`config.mk`:
```
export PLATFORM = sky130hd
export DESIGN_NAME = ring_pe_nic
export DESIGN_NICKNAME = d
export VERILOG_FILES = /design/src/rtl/ring_noc_pkg.sv /design/src/rtl/ring_nic_fifo.sv /design/src/rtl/ring_pe_nic.sv
export SDC_FILE = /design/constraint.sdc
export NUM_CORES = 1
export LEC_CHECK = 0
export BUFFER_PORTS_ARGS = -buffer_cell sky130_fd_sc_hd__buf_2
export CAP_MARGIN = 20
export CORE_MARGIN = 2
export CORE_UTILIZATION = 30
export DETAILED_ROUTE_END_ITERATION = 6
export PLACE_DENSITY_LB_ADDON = 0.2
export SYNTH_ARGS = -nofsm -noshare
export SYNTH_HDL_FRONTEND = slang
export SYNTH_SLANG_ARGS = --single-unit
```
`constraint.sdc`:
```
create_clock -name clk -period 6.9 [get_ports clk]
set_input_delay 0 -clock clk [delete_from_list [all_inputs] [get_ports clk]]
set_output_delay 0 -clock clk [all_outputs]
set_load 0.03 [all_outputs]
```
`src/rtl/ring_noc_pkg.sv`:
```
// Shared definitions for the 4-node bidirectional ring: packet layout and routing.
package ring_noc_pkg;

    localparam int unsigned NUM_NODES = 4;

    // Packet field positions
    localparam int unsigned PKT_W    = 64;
    localparam int unsigned VC_BIT   = 63;
    localparam int unsigned DIR_BIT  = 62;
    localparam int unsigned HOP_MSB  = 55;
    localparam int unsigned HOP_LSB  = 48;
    localparam int unsigned SRC_MSB  = 47;
    localparam int unsigned SRC_LSB  = 32;
    localparam int unsigned PAY_MSB  = 31;

    // TX FIFO keeps everything but the vc bit, which is stamped at injection time
    localparam int unsigned TX_PKT_W = PKT_W - 1;
    // RX FIFO keeps the low two source bits plus payload
    localparam int unsigned RX_PKT_W = 34;

    localparam logic DIR_CW  = 1'b0;
    localparam logic DIR_CCW = 1'b1;

    typedef enum logic {
        StIdle,
        StSend
    } tx_state_e;

    typedef struct packed {
        logic       dir;
        logic [7:0] hop;
        logic       self_addr;
    } route_t;

    // Shortest-path route on a 4-node ring; ties (distance 2) go clockwise.
    function automatic route_t route(input logic [1:0] dest, input logic [1:0] node_id);
        logic [1:0] d;
        route_t     r;
        d           = dest - node_id;
        r.dir       = (d == 2'd3) ? DIR_CCW : DIR_CW;
        r.hop       = (d == 2'd2) ? 8'h03 : 8'h01;
        r.self_addr = (d == 2'd0);
        return r;
    endfunction

endpackage

```
`src/rtl/ring_nic_fifo.sv`:
```
// Synchronous FIFO with occupancy count; full/empty are derived from the count.
module ring_nic_fifo #(
    parameter int unsigned WIDTH = 34,
    parameter int unsigned DEPTH = 4
) (
    input  logic                       clk,
    input  logic                       reset,
    input  logic                       push,
    input  logic [WIDTH-1:0]           wdata,
    input  logic                       pop,
    output logic [WIDTH-1:0]           rdata,
    output logic [$clog2(DEPTH+1)-1:0] count
);

    localparam int unsigned AW = $clog2(DEPTH);
    localparam int unsigned CW = $clog2(DEPTH + 1);

    logic [WIDTH-1:0] mem [DEPTH];
    logic [AW-1:0]    wptr_q, rptr_q;
    logic [CW-1:0]    count_q;
    logic             do_push, do_pop;

    assign do_push = push && (count_q != CW'(DEPTH));
    assign do_pop  = pop && (count_q != '0);

    // Pointer and count update; pointers wrap naturally since DEPTH is a power of 2
    always_ff @(posedge clk) begin
        if (reset) begin
            wptr_q  <= '0;
            rptr_q  <= '0;
            count_q <= '0;
        end else begin
            if (do_push) wptr_q <= wptr_q + AW'(1);
            if (do_pop)  rptr_q <= rptr_q + AW'(1);
            count_q <= count_q + CW'(do_push) - CW'(do_pop);
        end
    end

    // Storage array, no reset needed
    always_ff @(posedge clk) begin
        if (do_push) mem[wptr_q] <= wdata;
    end

    assign rdata = mem[rptr_q];
    assign count = count_q;

endmodule

```
`src/rtl/ring_pe_nic.sv`:
```
// PE network interface: builds and injects ring packets from host requests and
// buffers ejected packets for the host.
module ring_pe_nic
    import ring_noc_pkg::*;
#(
    parameter int unsigned NODE_ID  = 0,
    parameter int unsigned TX_DEPTH = 4,
    parameter int unsigned RX_DEPTH = 4
) (
    input  logic        clk,
    input  logic        reset,
    input  logic        polarity,
    input  logic        tx_valid,
    output logic        tx_ready,
    input  logic [1:0]  tx_dest,
    input  logic [31:0] tx_payload,
    output logic        pesi,
    input  logic        peri,
    output logic [63:0] pedi,
    input  logic        peso,
    output logic        pero,
    input  logic [63:0] pedo,
    output logic        rx_valid,
    input  logic        rx_ready,
    output logic [1:0]  rx_src,
    output logic [31:0] rx_payload,
    output logic [15:0] tx_count,
    output logic [15:0] rx_count,
    output logic        self_err
);

    localparam int unsigned TXCW = $clog2(TX_DEPTH + 1);
    localparam int unsigned RXCW = $clog2(RX_DEPTH + 1);

    // ---------------- TX path ----------------
    route_t              rt;
    logic                tx_accept, tx_push, tx_pop, tx_done, tx_nonempty;
    logic [TX_PKT_W-1:0] tx_wdata, tx_head;
    logic [TXCW-1:0]     tx_fifo_cnt;
    tx_state_e           state_q, state_d;
    logic [TX_PKT_W-1:0] pedi_q, pedi_d;
    logic [15:0]         tx_count_q;
    logic                self_err_q;

    assign rt        = route(tx_dest, 2'(NODE_ID));
    assign tx_ready  = (tx_fifo_cnt != TXCW'(TX_DEPTH));
    assign tx_accept = tx_valid && tx_ready;
    // Self-addressed requests are consumed but never stored
    assign tx_push   = tx_accept && !rt.self_addr;
    assign tx_wdata  = {rt.dir, 6'b0, rt.hop, 16'(NODE_ID), tx_payload};
    assign tx_nonempty = (tx_fifo_cnt != '0);

    ring_nic_fifo #(
        .WIDTH (TX_PKT_W),
        .DEPTH (TX_DEPTH)
    ) u_tx_fifo (
        .clk   (clk),
        .reset (reset),
        .push  (tx_push),
        .wdata (tx_wdata),
        .pop   (tx_pop),
        .rdata (tx_head),
        .count (tx_fifo_cnt)
    );

    // Injection stage next-state: load head when idle or after a completed transfer
    always_comb begin
        state_d = state_q;
        pedi_d  = pedi_q;
        tx_pop  = 1'b0;
        tx_done = 1'b0;
        unique case (state_q)
            StIdle: begin
                if (tx_nonempty) begin
                    tx_pop  = 1'b1;
                    pedi_d  = tx_head;
                    state_d = StSend;
                end
            end
            StSend: begin
                if (peri) begin
                    tx_done = 1'b1;
                    if (tx_nonempty) begin
                        tx_pop = 1'b1;
                        pedi_d = tx_head;
                    end else begin
                        state_d = StIdle;
                    end
                end
            end
            default: state_d = StIdle;
        endcase
    end

    // Injection stage registers
    always_ff @(posedge clk) begin
        if (reset) begin
            state_q <= StIdle;
            pedi_q  <= '0;
        end else begin
            state_q <= state_d;
            pedi_q  <= pedi_d;
        end
    end

    // Saturating injected-packet counter and sticky self-address error
    always_ff @(posedge clk) begin
        if (reset) begin
            tx_count_q <= '0;
            self_err_q <= 1'b0;
        end else begin
            if (tx_done && (tx_count_q != 16'hFFFF)) tx_count_q <= tx_count_q + 16'd1;
            if (tx_accept && rt.self_addr) self_err_q <= 1'b1;
        end
    end

    assign pesi     = (state_q == StSend);
    // vc bit follows ring polarity live while the packet is offered
    assign pedi     = {pesi & polarity, pedi_q};
    assign tx_count = tx_count_q;
    assign self_err = self_err_q;

    // ---------------- RX path ----------------
    logic                rx_push, rx_pop;
    logic [RX_PKT_W-1:0] rx_head;
    logic [RXCW-1:0]     rx_fifo_cnt, rx_cnt_next;
    logic                pero_q;
    logic [15:0]         rx_count_q;
    logic                unused_pedo;

    assign rx_push     = peso && pero_q;
    assign rx_valid    = (rx_fifo_cnt != '0);
    assign rx_pop      = rx_valid && rx_ready;
    assign rx_cnt_next = rx_fifo_cnt + RXCW'(rx_push) - RXCW'(rx_pop);
    assign unused_pedo = ^pedo[63:34];

    ring_nic_fifo #(
        .WIDTH (RX_PKT_W),
        .DEPTH (RX_DEPTH)
    ) u_rx_fifo (
        .clk   (clk),
        .reset (reset),
        .push  (rx_push),
        .wdata (pedo[RX_PKT_W-1:0]),
        .pop   (rx_pop),
        .rdata (rx_head),
        .count (rx_fifo_cnt)
    );

    // Ejection ready tracks free space after this cycle's push/pop; saturating counter
    always_ff @(posedge clk) begin
        if (reset) begin
            pero_q     <= 1'b1;
            rx_count_q <= '0;
        end else begin
            pero_q <= (rx_cnt_next != RXCW'(RX_DEPTH));
            if (rx_push && (rx_count_q != 16'hFFFF)) rx_count_q <= rx_count_q + 16'd1;
        end
    end

    assign pero       = pero_q;
    assign rx_count   = rx_count_q;
    assign rx_src     = rx_valid ? rx_head[33:32] : 2'b0;
    assign rx_payload = rx_valid ? rx_head[31:0] : 32'b0;

endmodule

```
==> impl_metrics.tcl <==
set metrics [dict create \
    p_leak_nw 6.345 \
    reg2regPathDepth 9 \
    clock_sinks 360 \
    ys_async_sr_fraction 0 \
    hold_viol_final 0 \
    cts_root_buf "clkbuf_16" \
    grt_max_degree 75 \
    cts_setup_buffers 0 \
    fin_cells 1789 \
    tritoncts "built" \
    syn_inst 882 \
    synth-main-ff-cell "edfxtp_1" \
    setup_viol 0 \
    initial_core_util 0.3033 \
    die_area_um2 48830 \
    antenna_cells 0 \
    critPathCaptureType "flop" \
    drtPass1Iterations 5 \
    post-route-drc-count 0 \
    yosysMostFrequentCell "edfxtp_1" \
    tns_ns 0 \
    via_per_inst 4.575 \
    grt.total_usage 0.1292 \
    antenna_left 0 \
    status "finished clean" \
    core_um2 46560 \
    clk_latency_ns 0.54 \
    syn_avg_cell_area_um2 16.01 \
    final_layout_size_suffix_gt1_frac 0.2910 \
    yosys_warnings 0 \
    critical_path_required_ns 7.29 \
    wl_per_cell_um 17.74 \
    netlist_area_um2 14120 \
    cellPowerDensity_nw_per_um2 395.2 \
    fin_crit_sh 0.3926 \
    antenna_found_initial 0 \
    rsz0062_at_grt "no" \
    worstPathArrival_ns 3.10 \
    yosysTopAreaCell "edfxtp_1" \
    worst_setup_path_start_kind "flop" \
    finalCriticalPeriod_ns 2.709 \
    synth.top_cells.by_area "edfxtp_1 58%, dfxtp_1 12%, mux4_2 11%" \
    wirelength_um 31740 \
    grt_pass1_vias 8442 \
    holdCritPathClass "input port to flop" \
    ys_ff_latch 360 \
    max_cap_violations 0 \
    synthToLayoutAreaGrowth_pct 25.51 \
    whs_path_depth 2 \
    h-tree-depth 2 \
    die_y_um 221.0 \
    crit_fanout 35 \
    worst_pin_slew_ns 1.051 \
    rows 79 \
    die_x_um 221.0 \
    cts.path.max_buffers 3 \
    ys_seq_area_frac 0.7031 \
    ys_top_cells_by_count "272 x edfxtp_1, 88 x dfxtp_1, 86 x nand2_1" \
    clk_pin_slew_ns 0.06 \
    ios 240 \
    first_iter_violations 370 \
    critPathKind "flop to flop" \
    ir_worst_vdd_uv 280.1 \
    dp_cells 1638 \
    synth-edff-count 272 \
    maxSlewHeadroom 0.2994 \
    drv_slew 0 \
    overflow 0 \
    clock_skew_ns 0.01421 \
    num-nets-final 1274 \
    ys_types 48 \
    num_vias 8185 \
    hpwl_um 18610 \
    grt_pass1_wl_um 49600 \
    port_buffers 181 \
    cts_made_buffers 42 \
    synth_top_area_frac 0.5784 \
    fmax_ghz 0.3691 \
    finalWeightedCongestion 0.7369 \
]
==> metrics by stage <==
| stage | utilization | setup slack (ns) | hold slack (ns) | instance area, µm² | total power, W |
|---|---|---|---|---|---|
| after CTS | 0.3807 | 4.106 | 0.1652 | 17720 | 0.007156 |
| after floorplan | - | 4.508 | 0.09887 | 14220 | 0.004265 |
| final | 0.3807 | 4.191 | 0.2062 | 17720 | 0.007005 |
| after global placement | 0.3349 | 4.109 | 0.2166 | 15590 | 0.004864 |
| after detailed placement | 0.3349 | 4.136 | 0.2169 | 15590 | 0.004876 |
| after global routing | 0.3807 | 3.963 | 0.1872 | 17720 | 0.007394 |
==> metal layers <==
layer | GRT usage | share of wire | vias up
li1 | - | - | 3834
met1 | 0.1655 | 0.44 | 4164
met2 | 0.2168 | 0.49 | 147
met3 | 0.02828 | 0.043 | 40
met4 | 0.04373 | 0.022 | 0
met5 | 0 | 0 | -
==> layout by cell type, fill, tap and decap left out, types with 16 or more instances in the layout <==
cell and instances:
edfxtp_1 272, buf_2 180, nand2_1 85, dfxtp_1 85, dlygate4sd3_1 75, mux4_2 68, a21oi_1 55, clkbuf_16 43
and2_1 37, conb_1 28, nor2_1 27, inv_1 18, ha_1 16
==> logic make-up after synthesis <==
group | synth area share
flip-flops | 0.7031
buffers and inverters | 0.03048
AND/OR/NAND/NOR | 0.09064
adder cells (fa/ha/maj) | 0.01843
XOR/XNOR | 0.008062
other | 0.0002655
multiplexers | 0.1153
AO/OA/AOI/OAI | 0.03376
==> critical path, cell delays in order, from the launching register on <==
cell	delay, ns
dfxtp_1	0.35
or3_1	0.39
nand2_2	0.64
inv_2	0.07
ha_1	0.30
inv_1	0.04
ha_1	0.18
fa_1	0.38
xnor2_1	0.16
nor2_1	0.05
==> layout make-up <==
class | instances | area [µm²]
fillers | 4416 | 28830
flip-flops and latches | 360 | 9933
multi-input cells | 465 | 3876
repair buffers | 262 | 1704
clock buffers | 57 | 1179
well taps | 607 | 759.5
clock inverters | 19 | 201.4
inverters | 19 | 71.32
==> worst paths after layout <==
path                 startpoint                    to  slack, ns
max          u_tx_fifo.count[1]    u_tx_fifo.count[2]       4.19
min              tx_payload[20]  u_tx_fifo.mem[0][20]       0.21
max reg2reg  u_tx_fifo.count[1]    u_tx_fifo.count[2]       4.19
min reg2reg          pedi_q[49]            pedi_q[49]       0.45
==> state kept, by name, indices dropped and copies added (netlist names), named ones only <==
| signal | cells |
|---|---|
| pero | 1 |
| u_rx_fifo.mem | 136 |
| self_err | 1 |
| u_rx_fifo.rptr_q | 2 |
| pesi | 1 |
| u_tx_fifo.rptr_q | 2 |
| u_rx_fifo.count | 3 |
| u_tx_fifo.wptr_q | 2 |
| u_rx_fifo.wptr_q | 2 |
| pedi_q | 35 |
| rx_count | 16 |
| u_tx_fifo.mem | 136 |
| tx_count | 16 |
| u_tx_fifo.count | 3 |
==> power breakdown <==
part / total (W) / switching (W) / internal [W]
clock network: 0.00221 / 0.000863 / 0.00135
registers: 0.00284 / 0.000153 / 0.00268
logic: 0.00196 / 0.00124 / 0.000721
==> what timing repair did <==
| action | in CTS | in global routing |
|---|---|---|
| endpoints found under the hold margin | 297 | 0 |
| resized for setup | 0 | 0 |
| hold buffers | 75 | 0 |
Note: power is estimated with default switching activity, not from simulation.
